$ cat config.mk
export PLATFORM = sky130hd
export DESIGN_NAME = tune_offset_rpt
export DESIGN_NICKNAME = d
export VERILOG_FILES = /design/src/rtl/tune_pkg.sv /design/src/rtl/tune_offset_rpt_sat_step.sv /design/src/rtl/tune_offset_rpt.sv
export SDC_FILE = /design/constraint.sdc
export NUM_CORES = 1
export LEC_CHECK = 0
export ABC_AREA = 1
export CORE_MARGIN = 2
export CORE_UTILIZATION = 35
export DETAILED_ROUTE_END_ITERATION = 6
export GPL_TIMING_DRIVEN = 0
export PLACE_DENSITY = 0.51
export SLEW_MARGIN = 20
export SYNTH_ARGS = -nofsm -noshare
export SYNTH_HDL_FRONTEND = slang
export SYNTH_SLANG_ARGS = --single-unit
$ cat constraint.sdc
create_clock -name clk -period 3.3 [get_ports clk]
set_input_delay 0.66 -clock clk [delete_from_list [all_inputs] [get_ports clk]]
set_output_delay 0.66 -clock clk [all_outputs]
set_load 0.01 [all_outputs]
$ cat src/rtl/tune_pkg.sv
// Shared codes for the tuning-offset block.
// Holds the sys_status codes, tune field codes, key masks and the repeat FSM state type.
package tune_pkg;

    // sys_status codes that allow tuning
    localparam logic [2:0] S_TUNING      = 3'd3;
    localparam logic [2:0] S_ALARMTUNING = 3'd5;

    // tune_status field codes
    localparam logic [1:0] T_NONE   = 2'd0;
    localparam logic [1:0] T_SECOND = 2'd1;
    localparam logic [1:0] T_MINUTE = 2'd2;
    localparam logic [1:0] T_HOUR   = 2'd3;

    // single-key masks on neg_keys_filtered / key_held
    localparam logic [3:0] MV_LEFT  = 4'b0010;
    localparam logic [3:0] MV_RIGHT = 4'b0100;

    typedef enum logic [1:0] {
        ST_IDLE   = 2'd0,
        ST_HOLD   = 2'd1,
        ST_REPEAT = 2'd2
    } rpt_state_t;

endpackage

$ cat src/rtl/tune_offset_rpt_sat_step.sv
// Clamped add/subtract of a step into a W-bit value.
// Ports:
//   value     current value
//   step      step magnitude (zero-extended by caller)
//   right     1 = add (clamp at all ones), 0 = subtract (clamp at zero)
//   result_c  stepped and clamped value
//   changed_c result differs from value
module sat_step #(
    parameter int unsigned W = 20
) (
    input  logic [W-1:0] value,
    input  logic [W-1:0] step,
    input  logic         right,
    output logic [W-1:0] result_c,
    output logic         changed_c
);

    logic [W:0] sum;
    logic [W:0] diff;

    // One extra bit carries the overflow / borrow that triggers the clamp.
    assign sum  = {1'b0, value} + {1'b0, step};
    assign diff = {1'b0, value} - {1'b0, step};

    always_comb begin
        result_c = value;
        if (right) begin
            result_c = sum[W] ? '1 : sum[W-1:0];
        end else begin
            result_c = diff[W] ? '0 : diff[W-1:0];
        end
        changed_c = (result_c != value);
    end

endmodule

$ cat src/rtl/tune_offset_rpt.sv
// Tuning-offset accumulator with hold-to-repeat.
// Moves a biased offset by hour/minute/second steps on left/right presses;
// a held key auto-repeats after RPT_DELAY cycles, then every RPT_PERIOD cycles.
// Ports:
//   clk, rst_n          clock, async active-low reset
//   sys_status          system state (tuning enabled in S_TUNING / S_ALARMTUNING)
//   tune_status         field select: NONE / SECOND / MINUTE / HOUR
//   neg_keys_filtered   one-cycle debounced press pulses
//   key_held            debounced held levels
//   offset              biased offset (registered)
//   at_min, at_max      offset at zero / all ones (decoded from offset)
//   step_pulse          high in the first cycle offset shows a new stepped value
module tune_offset_rpt
    import tune_pkg::*;
#(
    parameter int unsigned          OFFSET_W    = 20,
    parameter logic [OFFSET_W-1:0]  OFFSET_INIT = {1'b0, {(OFFSET_W-1){1'b1}}},
    parameter int unsigned          STEP_H      = 3600,
    parameter int unsigned          STEP_M      = 60,
    parameter int unsigned          STEP_S      = 1,
    parameter int unsigned          RPT_DELAY   = 500,
    parameter int unsigned          RPT_PERIOD  = 100
) (
    input  logic                clk,
    input  logic                rst_n,
    input  logic [2:0]          sys_status,
    input  logic [1:0]          tune_status,
    input  logic [3:0]          neg_keys_filtered,
    input  logic [3:0]          key_held,
    output logic [OFFSET_W-1:0] offset,
    output logic                at_min,
    output logic                at_max,
    output logic                step_pulse
);

    localparam int unsigned CNT_MAX = (RPT_DELAY > RPT_PERIOD) ? RPT_DELAY : RPT_PERIOD;
    localparam int unsigned CNT_W   = (CNT_MAX > 1) ? $clog2(CNT_MAX) : 1;

    rpt_state_t          state, state_n;
    logic [CNT_W-1:0]    cnt, cnt_n;
    logic                dir, dir_n;          // 1 = right
    logic [OFFSET_W-1:0] offset_n;
    logic                step_pulse_n;
    logic [1:0]          tune_prev;

    logic                active;
    logic                field_change;
    logic                press_left, press_right, press;
    logic                held;
    logic                do_step;
    logic                step_dir;
    logic [OFFSET_W-1:0] step_val;
    logic [OFFSET_W-1:0] stepped;
    logic                step_changed;

    assign active       = ((sys_status == S_TUNING) || (sys_status == S_ALARMTUNING))
                          && (tune_status != T_NONE);
    // Switching between two real fields drops the repeat but keeps the offset.
    assign field_change = (tune_prev != T_NONE) && (tune_status != tune_prev);
    assign press_left   = (neg_keys_filtered == MV_LEFT);
    assign press_right  = (neg_keys_filtered == MV_RIGHT);
    assign press        = press_left || press_right;
    assign held         = dir ? |(key_held & MV_RIGHT) : |(key_held & MV_LEFT);

    assign at_min = (offset == '0);
    assign at_max = (offset == '1);

    // Step size for the selected field.
    always_comb begin
        step_val = '0;
        case (tune_status)
            T_HOUR:   step_val = OFFSET_W'(STEP_H);
            T_MINUTE: step_val = OFFSET_W'(STEP_M);
            T_SECOND: step_val = OFFSET_W'(STEP_S);
            default:  step_val = '0;
        endcase
    end

    sat_step #(
        .W (OFFSET_W)
    ) u_sat_step (
        .value     (offset),
        .step      (step_val),
        .right     (step_dir),
        .result_c  (stepped),
        .changed_c (step_changed)
    );

    // Next-state, counter and offset update.
    always_comb begin
        state_n      = state;
        cnt_n        = cnt;
        dir_n        = dir;
        offset_n     = offset;
        step_pulse_n = 1'b0;
        do_step      = 1'b0;
        step_dir     = dir;

        if (!active) begin
            state_n  = ST_IDLE;
            cnt_n    = '0;
            offset_n = OFFSET_INIT;
        end else if (field_change) begin
            state_n = ST_IDLE;
            cnt_n   = '0;
        end else if (press) begin
            // A fresh press restarts the sequence and beats any due repeat.
            do_step  = 1'b1;
            step_dir = press_right;
            dir_n    = press_right;
            cnt_n    = '0;
            state_n  = ST_HOLD;
        end else begin
            case (state)
                ST_HOLD: begin
                    if (!held) begin
                        state_n = ST_IDLE;
                        cnt_n   = '0;
                    end else if (cnt == CNT_W'(RPT_DELAY - 1)) begin
                        do_step = 1'b1;
                        cnt_n   = '0;
                        state_n = ST_REPEAT;
                    end else begin
                        cnt_n = cnt + CNT_W'(1);
                    end
                end
                ST_REPEAT: begin
                    if (!held) begin
                        state_n = ST_IDLE;
                        cnt_n   = '0;
                    end else if (cnt == CNT_W'(RPT_PERIOD - 1)) begin
                        do_step = 1'b1;
                        cnt_n   = '0;
                    end else begin
                        cnt_n = cnt + CNT_W'(1);
                    end
                end
                default: begin
                    state_n = ST_IDLE;
                    cnt_n   = '0;
                end
            endcase
        end

        if (do_step) begin
            offset_n     = stepped;
            step_pulse_n = step_changed;
        end
    end

    // State and output registers.
    always_ff @(posedge clk or negedge rst_n) begin
        if (!rst_n) begin
            state      <= ST_IDLE;
            cnt        <= '0;
            dir        <= 1'b0;
            offset     <= OFFSET_INIT;
            step_pulse <= 1'b0;
            tune_prev  <= T_NONE;
        end else begin
            state      <= state_n;
            cnt        <= cnt_n;
            dir        <= dir_n;
            offset     <= offset_n;
            step_pulse <= step_pulse_n;
            tune_prev  <= tune_status;
        end
    end

endmodule

==> results.json, run 1 <==
{
  "outcome": "finished, final reports clean",
  "slew_violations": 0,
  "routed_via_density": 5.19,
  "htreeDepth": 2,
  "fmax_ghz": 0.317,
  "die_area_mm2": 0.0123,
  "relSlewSlack_pct": 56.0,
  "critPathTopFamily": "buffers and inverters",
  "crit_path_max_fanout": 9,
  "cp_num_buf_inv": 3,
  "rr_worst_depth": 17,
  "first_pass_iters": 6,
  "rr_endpoint": "step_pulse",
  "grt_busiest_layer": "met2",
  "antennaDiodeCount": 0,
  "drt_wl_total_um": 13400,
  "mappedNetlistNets": 700,
  "final_util_pct": 42.8,
  "power_leakage_uw": 0.00250,
  "ys_ff_latch": 35,
  "avgSynthCellArea_um2": 6.04,
  "floorplan.initialDensity_pct": 35.5,
  "dr.first_iter.drc_count": 295,
  "path_cells": "buf_4 -> nand2_1 -> inv_1 -> nand3_1 -> nor2_4 -> nor4b_4 -> clkdlybuf4s50_1",
  "rows": 39,
  "die_x_um": 111,
  "cap_violations": 0,
  "pwr_density_cell_mw_per_mm2": 303,
  "cp.arrival_ns": 2.49,
  "reg2reg_slack_ns": 0.45,
  "synth-seq-area-share_pct": 22.5,
  "skew_ns": 0.0119,
  "layout_commonest_cell": "nand2_1",
  "met1_usage_pct": 31.6,
  "clkSinkCount": 35,
  "worst_ep_required_time_ns": 2.64,
  "max_stage_delay_ns": 0.58,
  "cts-root-buf": "clkbuf_16",
  "drc": 0,
  "fin_tns_setup_ns": 0,
  "pin_count": 38,
  "min_period_ns": 3.15,
  "vias": 4431,
  "finalSetupViolations": 0,
  "hold_class": "input port to asynchronous set/reset pin",
  "synth.distinct_cells": 38,
  "num-fill-cells": 1223,
  "grtUsageMet2_pct": 35.3,
  "worstSetupEndpointType": "output port",
  "start_kind": "flop",
  "netlist_instances": 663,
  "fp.dieH_um": 111,
  "grt.total_usage_pct": 22.3,
  "grt_pass1_wl_um": 22200,
  "gr-usage-met3_pct": 3.34,
  "final_cell_mix": "219 x nand2_1, 82 x nand3_1, 76 x inv_1",
  "synth_area_mm2": 0.00400,
  "cts_tree": "yes",
  "grt_overflow": 0,
  "antenna_found_initial": 0,
  "hpwlAfterDp_um": 10800,
  "core_area_mm2": 0.0113,
  "clkTransAtPathRegs_ns": 0.06,
  "final-hold-violation-count": 0,
  "cp_slowest_cell": "clkdlybuf4s50_1",
  "grt_max_degree": 20,
  "yosys_warnings": 0,
  "rsz0062_at_grt": "no",
  "nets": 747,
  "clock_latency_ns": 0.29,
  "wl_per_cell_um": 15.7,
  "rr_startpoint": "offset[11]",
  "worstMarginPinSlew_ns": 0.659,
  "place.gp.congestion": 0.951,
  "ant_nets": 0,
  "area_delta_synth_final_pct": 20.5,
  "cts_made_buffers": 5,
  "crit_type": "flop to output port",
  "cts_buffer_depth": 2,
  "drive_gt1_share_pct": 13.4,
  "port_buffers": 35,
  "vdd_drop_max_uv": 245,
  "grt_pass1_vias": 4340,
  "fin_crit_sh_pct": 95.6
}
worst max-delay path by stage:
stage	from	end	slack, ns	cells past startpoint
detailed placement	tune_status[1]	step_pulse	-0.80	22
finish	offset[13]	at_max	0.15	7
global route	tune_status[1]	step_pulse	0.03	21
CTS	offset[13]	at_max	0.01	7
global placement	tune_status[1]	step_pulse	-0.79	22
floorplan	tune_status[1]	step_pulse	0.58	21
cell usage after synthesis:
| cell type | count | area [µm²] |
|---|---|---|
| nand2_1 | 223 | 837 |
| nand3_1 | 83 | 415 |
| inv_1 | 77 | 289 |
| nor2_1 | 64 | 240 |
| ha_1 | 22 | 275 |
| a21oi_1 | 21 | 105 |
| dfstp_2 | 19 | 499 |
| o21ai_0 | 17 | 85.1 |
| dfrtp_1 | 16 | 400 |
| nand4_1 | 15 | 93.8 |
| a22oi_1 | 13 | 97.6 |
| nor3_1 | 13 | 65.1 |
| nand2_2 | 11 | 68.8 |
| xor2_1 | 11 | 96.3 |
| buf_4 | 7 | 52.6 |
| inv_2 | 6 | 22.5 |
| nor2_2 | 6 | 37.5 |
| buf_2 | 4 | 20.0 |
| buf_6 | 4 | 45.0 |
| nand3_2 | 4 | 40.0 |
| nor4_1 | 4 | 25.0 |
| a31oi_1 | 3 | 18.8 |
| xnor2_1 | 3 | 26.3 |
| o21bai_1 | 2 | 15.0 |
| o22ai_1 | 2 | 12.5 |
| a21oi_2 | 1 | 8.76 |
| a21oi_4 | 1 | 16.3 |
| clkbuf_1 | 1 | 3.75 |
| clkbuf_8 | 1 | 13.8 |
| clkinv_2 | 1 | 5.00 |
| mux2i_1 | 1 | 10.0 |
| nand2_4 | 1 | 11.3 |
| nand3b_1 | 1 | 7.51 |
| nor2_4 | 1 | 11.3 |
| nor3b_1 | 1 | 7.51 |
| nor4b_1 | 1 | 8.76 |
| o211ai_1 | 1 | 7.51 |
| o21a_2 | 1 | 8.76 |
flip-flops by register name, indices dropped and copies added (netlist names):
register    flops
dir             1
cnt             9
tune_prev       2
step_pulse      1
state           2
offset         20
cells by family after synthesis:
logic type | after synthesis | synth area share, %
flops | 35 | 22.5
xor+xnor | 14 | 3.06
simple gates | 428 | 46.7
mux | 1 | 0.250
fa+ha+maj | 22 | 6.87
buf+inv | 101 | 11.3
compound gates | 62 | 9.37
per-stage QoR:
stage          hold slack [ns]  area, µm²  setup slack (ns)  instances  total power [µW]
2_1_floorplan            0.364       4000             0.576        663               746
3_3_place_gp             0.448       4530            -0.791        841               870
3_5_place_dp             0.453       4560            -0.798        842               877
4_1_cts                  0.353       4750            0.0141        850              1460
5_1_grt                  0.369       4830            0.0337        854              1550
6_report                 0.330       4830             0.146        854              1460
timing repair:
action	4_1_cts	5_1_grt
buffers inserted	0	4
resized for setup	10	17
setup endpoints to repair	20	6
hold buffers	0	0
pin swaps	0	2
routing by layer:
metal / routed length, µm / vias up / share of wire, %
met5: 0 / - / 0
met4: 290 / 0 / 2.2
met3: 787 / 21 / 5.9
met2: 5940 / 124 / 44
met1: 6410 / 2046 / 48
li1: - / 2240 / -
power breakdown:
group / internal (µW) / leakage [µW] / switching, µW
clock network: 361 / 0.0000844 / 217
logic: 150 / 0.00200 / 290
registers: 436 / 0.000418 / 7.67
total: 948 / 0.00250 / 514
worst register-to-register path, delay by kind of cell, from the launching register on:
kind,cells,cell delay (ns)
flops,1,0.61
simple gates,13,1.26
fa+ha+maj,1,0.25
buf+inv,2,0.34
compound gates,1,0.28
area by class of cell:
type	count	area (µm²)	area share, %
buffer	17	135	2.80
clock inverter	3	47.5	0.985
sequential	35	900	18.6
timing repair buffer	40	395	8.19
multi-input combinational	527	2730	56.5
inverter	84	317	6.56
tap	143	179	3.71
clock buffer	5	125	2.59
(Power assumes the default switching activity.)
==> inputs of run 2 (changes only) <==
- CORE_MARGIN: 2 -> 3
- TNS_END_PERCENT: unset -> 20
==> results.json, run 2 (synthesis results as in run 1) <==
{
  "final-hold-violation-count": 0,
  "antennaDiodeCount": 0,
  "worstSetupEndpointType": "output port",
  "wl_per_cell_um": 15.7,
  "final_cell_mix": "218 x nand2_1, 81 x nand3_1, 75 x inv_1",
  "cts_buffer_depth": 2,
  "fmax_ghz": 0.319,
  "dr.first_iter.drc_count": 362,
  "place_ws_ns": -0.812,
  "clock_latency_ns": 0.29,
  "largestRegisters": "offset x20, cnt x9",
  "htreeDepth": 2,
  "port_buffers": 35,
  "relSlewSlack_pct": 57.7,
  "cts_setup_buffers": 0,
  "hpwlAfterDp_um": 10700,
  "pwr_density_cell_mw_per_mm2": 304,
  "fin_crit_sh_pct": 94.9,
  "largest_reg_flops": 20,
  "antenna_found_initial": 0,
  "ant_nets": 0,
  "vias": 4408,
  "drc": 0,
  "clkSinkCount": 35,
  "largest-register": "offset",
  "slew_violations": 0,
  "core_area_mm2": 0.0110,
  "grt_overflow": 0,
  "wl_met3_um": 686,
  "routed_via_density": 5.20,
  "cp.arrival_ns": 2.47,
  "place.gp.congestion": 1.01,
  "cts_hold_buf": 0,
  "finalSetupViolations": 0,
  "hold_class": "input port to asynchronous set/reset pin",
  "cts-root-buf": "clkbuf_16",
  "area_delta_synth_final_pct": 20.0,
  "grt_pass1_vias": 4209,
  "met2_wirelength_um": 5850,
  "outcome": "finished, final reports clean",
  "rows": 38,
  "first_pass_iters": 5,
  "top_layer": "met4",
  "layout_commonest_cell": "nand2_1",
  "vdd_drop_max_uv": 204,
  "worstMarginPinSlew_ns": 0.634,
  "die_area_mm2": 0.0128,
  "floorplan.initialDensity_pct": 36.3,
  "crit_path_max_fanout": 9,
  "crit_type": "flop to output port",
  "grt_pass1_wl_um": 21800,
  "grt.total_usage_pct": 21.4,
  "drive_gt1_share_pct": 13.6,
  "holdWs_ns": 0.308,
  "min_period_ns": 3.13,
  "cap_violations": 0,
  "die_x_um": 113,
  "drt_wl_total_um": 13300,
  "cts_made_buffers": 5,
  "rr_worst_depth": 18,
  "worst_ep_required_time_ns": 2.64,
  "finalWorstSetupSlack_ns": 0.167,
  "wl_met1_um": 6500,
  "clkTransAtPathRegs_ns": 0.07,
  "cts_tree": "yes",
  "skew_ns": 0.0138,
  "power_leakage_uw": 0.00249,
  "rsz0062_at_grt": "no",
  "grt_max_degree": 22,
  "fp.dieH_um": 113,
  "start_kind": "flop",
  "pin_count": 38,
  "power.total_uw": 1460,
  "nets": 743
}
## run 2: cell count changes in the layout (fill, tap and decap cells not counted), sizes merged
cell	change
inv	-1
buf	-3
## run 2: path summary, 6_finish.rpt
check / from / end / slack (ns)
worst max register to register: offset[0] / step_pulse / 0.40
worst min register to register: cnt[0] / cnt[0] / 0.47
min in group clk: cnt[0] / cnt[0] / 0.47
max in group asynchronous: rst_n / offset[15] / 2.45
worst min-delay path: rst_n / dir / 0.31
worst max-delay path: offset[13] / at_max / 0.17
## run 2: power breakdown
group          switching [µW]  total [µW]  leakage, µW  internal [µW]
combinational             292         442      0.00198            149
clock                     198         574    0.0000868            376
sequential               7.40         444     0.000418            436
total                     497        1460      0.00249            962
## run 2: metrics by stage
stage / cell area, µm² / util [%] / setup TNS [ns] / cells
CTS: 4760 / 43.1 / 0 / 847
floorplan: 4000 / - / 0 / 663
global placement: 4530 / 41.1 / -8.19 / 838
finish: 4800 / 43.6 / 0 / 847
detailed placement: 4550 / 41.3 / -8.68 / 839
global route: 4800 / 43.6 / 0 / 847
## run 2: final cells by class
cell class	instances	area (µm²)
sequential	35	900
fill	1210	6230
buffer	17	135
clock buffer	6	139
tap	140	175
inverter	84	317
clock inverter	2	35.0
timing repair buffer	36	363
multi-input combinational	527	2740
## run 2: what timing repair did
action / 4_1_cts / 5_1_grt
resized for setup: 12 / 18
pin swaps: 0 / 1
gates cloned: 0 / 0
endpoints found under the setup margin: 18 / 6
## run 2: metal layers
metal / track usage [%] / vias to the layer above
met5: 0 / -
met4: 5.85 / 0
met3: 3.42 / 16
met2: 32.8 / 128
met1: 31.0 / 2034
li1: - / 2230
## run 2: critical path, stage by stage (launching register included)
cell and delay, ns:
dfstp_2 0.53, buf_4 0.16, nand2_1 0.09, inv_1 0.15, nand3_1 0.17, nor2_4 0.23
nor4b_2 0.27, clkdlybuf4s50_1 0.59
==> inputs of run 3 (changes only) <==
- CORE_MARGIN: 3 -> 4
==> results.json, run 3 (synthesis results as in run 1) <==
{
  "outcome": "finished, final reports clean",
  "grt_overflow": 0,
  "num-fill-cells": 1163,
  "clkTransAtPathRegs_ns": 0.06,
  "rows": 38,
  "largest_reg_flops": 20,
  "clock_latency_ns": 0.29,
  "first_pass_iters": 5,
  "dr.first_iter.drc_count": 461,
  "wl_met3_um": 651,
  "die_area_mm2": 0.0132,
  "switching_share_pct": 34.7,
  "ant_nets": 0,
  "worst_ep_required_time_ns": 2.64,
  "fin_cells": 847,
  "dp.cells": 839,
  "core_area_mm2": 0.0110,
  "fin_area_mm2": 0.00477,
  "cts_tree": "yes",
  "routed_via_density": 5.17,
  "clkSinkCount": 35,
  "antenna_found_initial": 0,
  "fmax_ghz": 0.322,
  "min_period_ns": 3.11,
  "slew_violations": 0,
  "vdd_drop_max_uv": 181,
  "finalSetupViolations": 0,
  "largestRegisters": "offset x20, cnt x9",
  "vias": 4377,
  "p_seq_share_pct": 30.9,
  "final_cell_mix": "220 x nand2_1, 82 x nand3_1, 76 x inv_1",
  "wl_per_cell_um": 15.9,
  "drive_gt1_share_pct": 12.7,
  "crit_path_max_fanout": 9,
  "cp.arrival_ns": 2.45,
  "hold_class": "input port to asynchronous set/reset pin",
  "pin_count": 38,
  "fp.dieH_um": 115,
  "grt_pass1_wl_um": 21900,
  "grt.total_usage_pct": 21.0,
  "power_frac_clock_pct": 38.9,
  "dpl_cell_area_mm2": 0.00454,
  "pwr_density_cell_mw_per_mm2": 302,
  "cts_made_buffers": 5,
  "rsz0062_at_grt": "yes",
  "start_kind": "flop",
  "hpwlAfterDp_um": 10700,
  "wl_met1_um": 6660,
  "cap_violations": 0,
  "largest-register": "offset",
  "layout_commonest_cell": "nand2_1",
  "crit_type": "flop to output port",
  "top_layer": "met4",
  "relSlewSlack_pct": 54.9,
  "cts-root-buf": "clkbuf_16",
  "worstMarginPinSlew_ns": 0.677,
  "final-hold-violation-count": 0,
  "nets": 743,
  "skew_ns": 0.0102,
  "drt_wl_total_um": 13400,
  "worstSetupEndpointType": "output port",
  "power_leakage_uw": 0.00248,
  "fin_crit_sh_pct": 94.1,
  "grt_max_degree": 29,
  "cts_buffer_depth": 2,
  "port_buffers": 35,
  "grt_pass1_vias": 4227,
  "intPower_uw": 939,
  "die_x_um": 115,
  "drc": 0,
  "cts_hold_buf": 0,
  "p_switching_uw": 499,
  "place.gp.congestion": 0.966,
  "htreeDepth": 2,
  "antennaDiodeCount": 0,
  "met2_wirelength_um": 5770,
  "comb_power_share_pct": 30.3,
  "area_delta_synth_final_pct": 19.1,
  "floorplan.initialDensity_pct": 36.3
}
==> run 3: path summary, 6_finish.rpt <==
path	start	end	slack [ns]	cells past startpoint
worst min-delay path	rst_n	tune_prev[1]	0.23	1
worst max-delay path	offset[13]	at_max	0.19	7
worst min register to register	cnt[0]	cnt[0]	0.47	1
worst max register to register	offset[0]	step_pulse	0.38	18
max in group asynchronous	rst_n	offset[8]	2.55	2
min in group clk	cnt[0]	cnt[0]	0.47	1
==> run 3: critical path: stages (launching register included) <==
cell and delay (ns):
dfstp_2 0.52, buf_4 0.16, nand2_1 0.10, inv_1 0.14
nand3_1 0.16, nor2_4 0.23, nor4b_2 0.26, clkdlybuf4s50_1 0.58
==> run 3: routing by layer <==
metal / track usage (%) / vias up
li1: - / 2228
met1: 30.3 / 2007
met2: 32.3 / 120
met3: 2.68 / 22
met4: 7.12 / 0
met5: 0 / -
==> run 3: metrics by stage <==
| stage | setup slack, ns | TNS (ns) | util, % | power (µW) | hold slack, ns |
|---|---|---|---|---|---|
| after detailed placement | -0.802 | -8.95 | 41.2 | 875 | 0.461 |
| after global placement | -0.772 | -8.05 | 41.1 | 870 | 0.450 |
| after CTS | 0.00823 | 0 | 42.8 | 1450 | 0.231 |
| final | 0.193 | 0 | 43.2 | 1440 | 0.232 |
| after floorplan | 0.576 | 0 | - | 746 | 0.364 |
| after global routing | 0.00301 | 0 | 43.2 | 1530 | 0.238 |
==> run 3: repair_timing <==
action / in CTS / in global routing
setup endpoints to repair: 20 / 8
hold endpoints to repair: 0 / 0
setup buffers: 0 / 0
cloned: 0 / 0
resized for setup: 8 / 16
==> run 3: final cells by class <==
class,instances,area (µm²),share of cell area (%)
sequential,35,900,18.9
timing repair buffer,36,358,7.50
clock inverter,3,43.8,0.918
clock buffer,5,125,2.62
inverter,84,317,6.64
buffer,17,135,2.83
multi-input combinational,527,2720,56.9
tap,140,175,3.67
==> run 3: power groups by stage <==
| stage | Clock [µW] | Combinational (µW) | Sequential [µW] |
|---|---|---|---|
| 2_1_floorplan | 0 | 297 | 450 |
| 3_3_place_gp | 0 | 419 | 451 |
| 3_5_place_dp | 0 | 425 | 451 |
| 4_1_cts | 576 | 427 | 444 |
| 5_1_grt | 590 | 496 | 445 |
| 6_report | 559 | 435 | 444 |
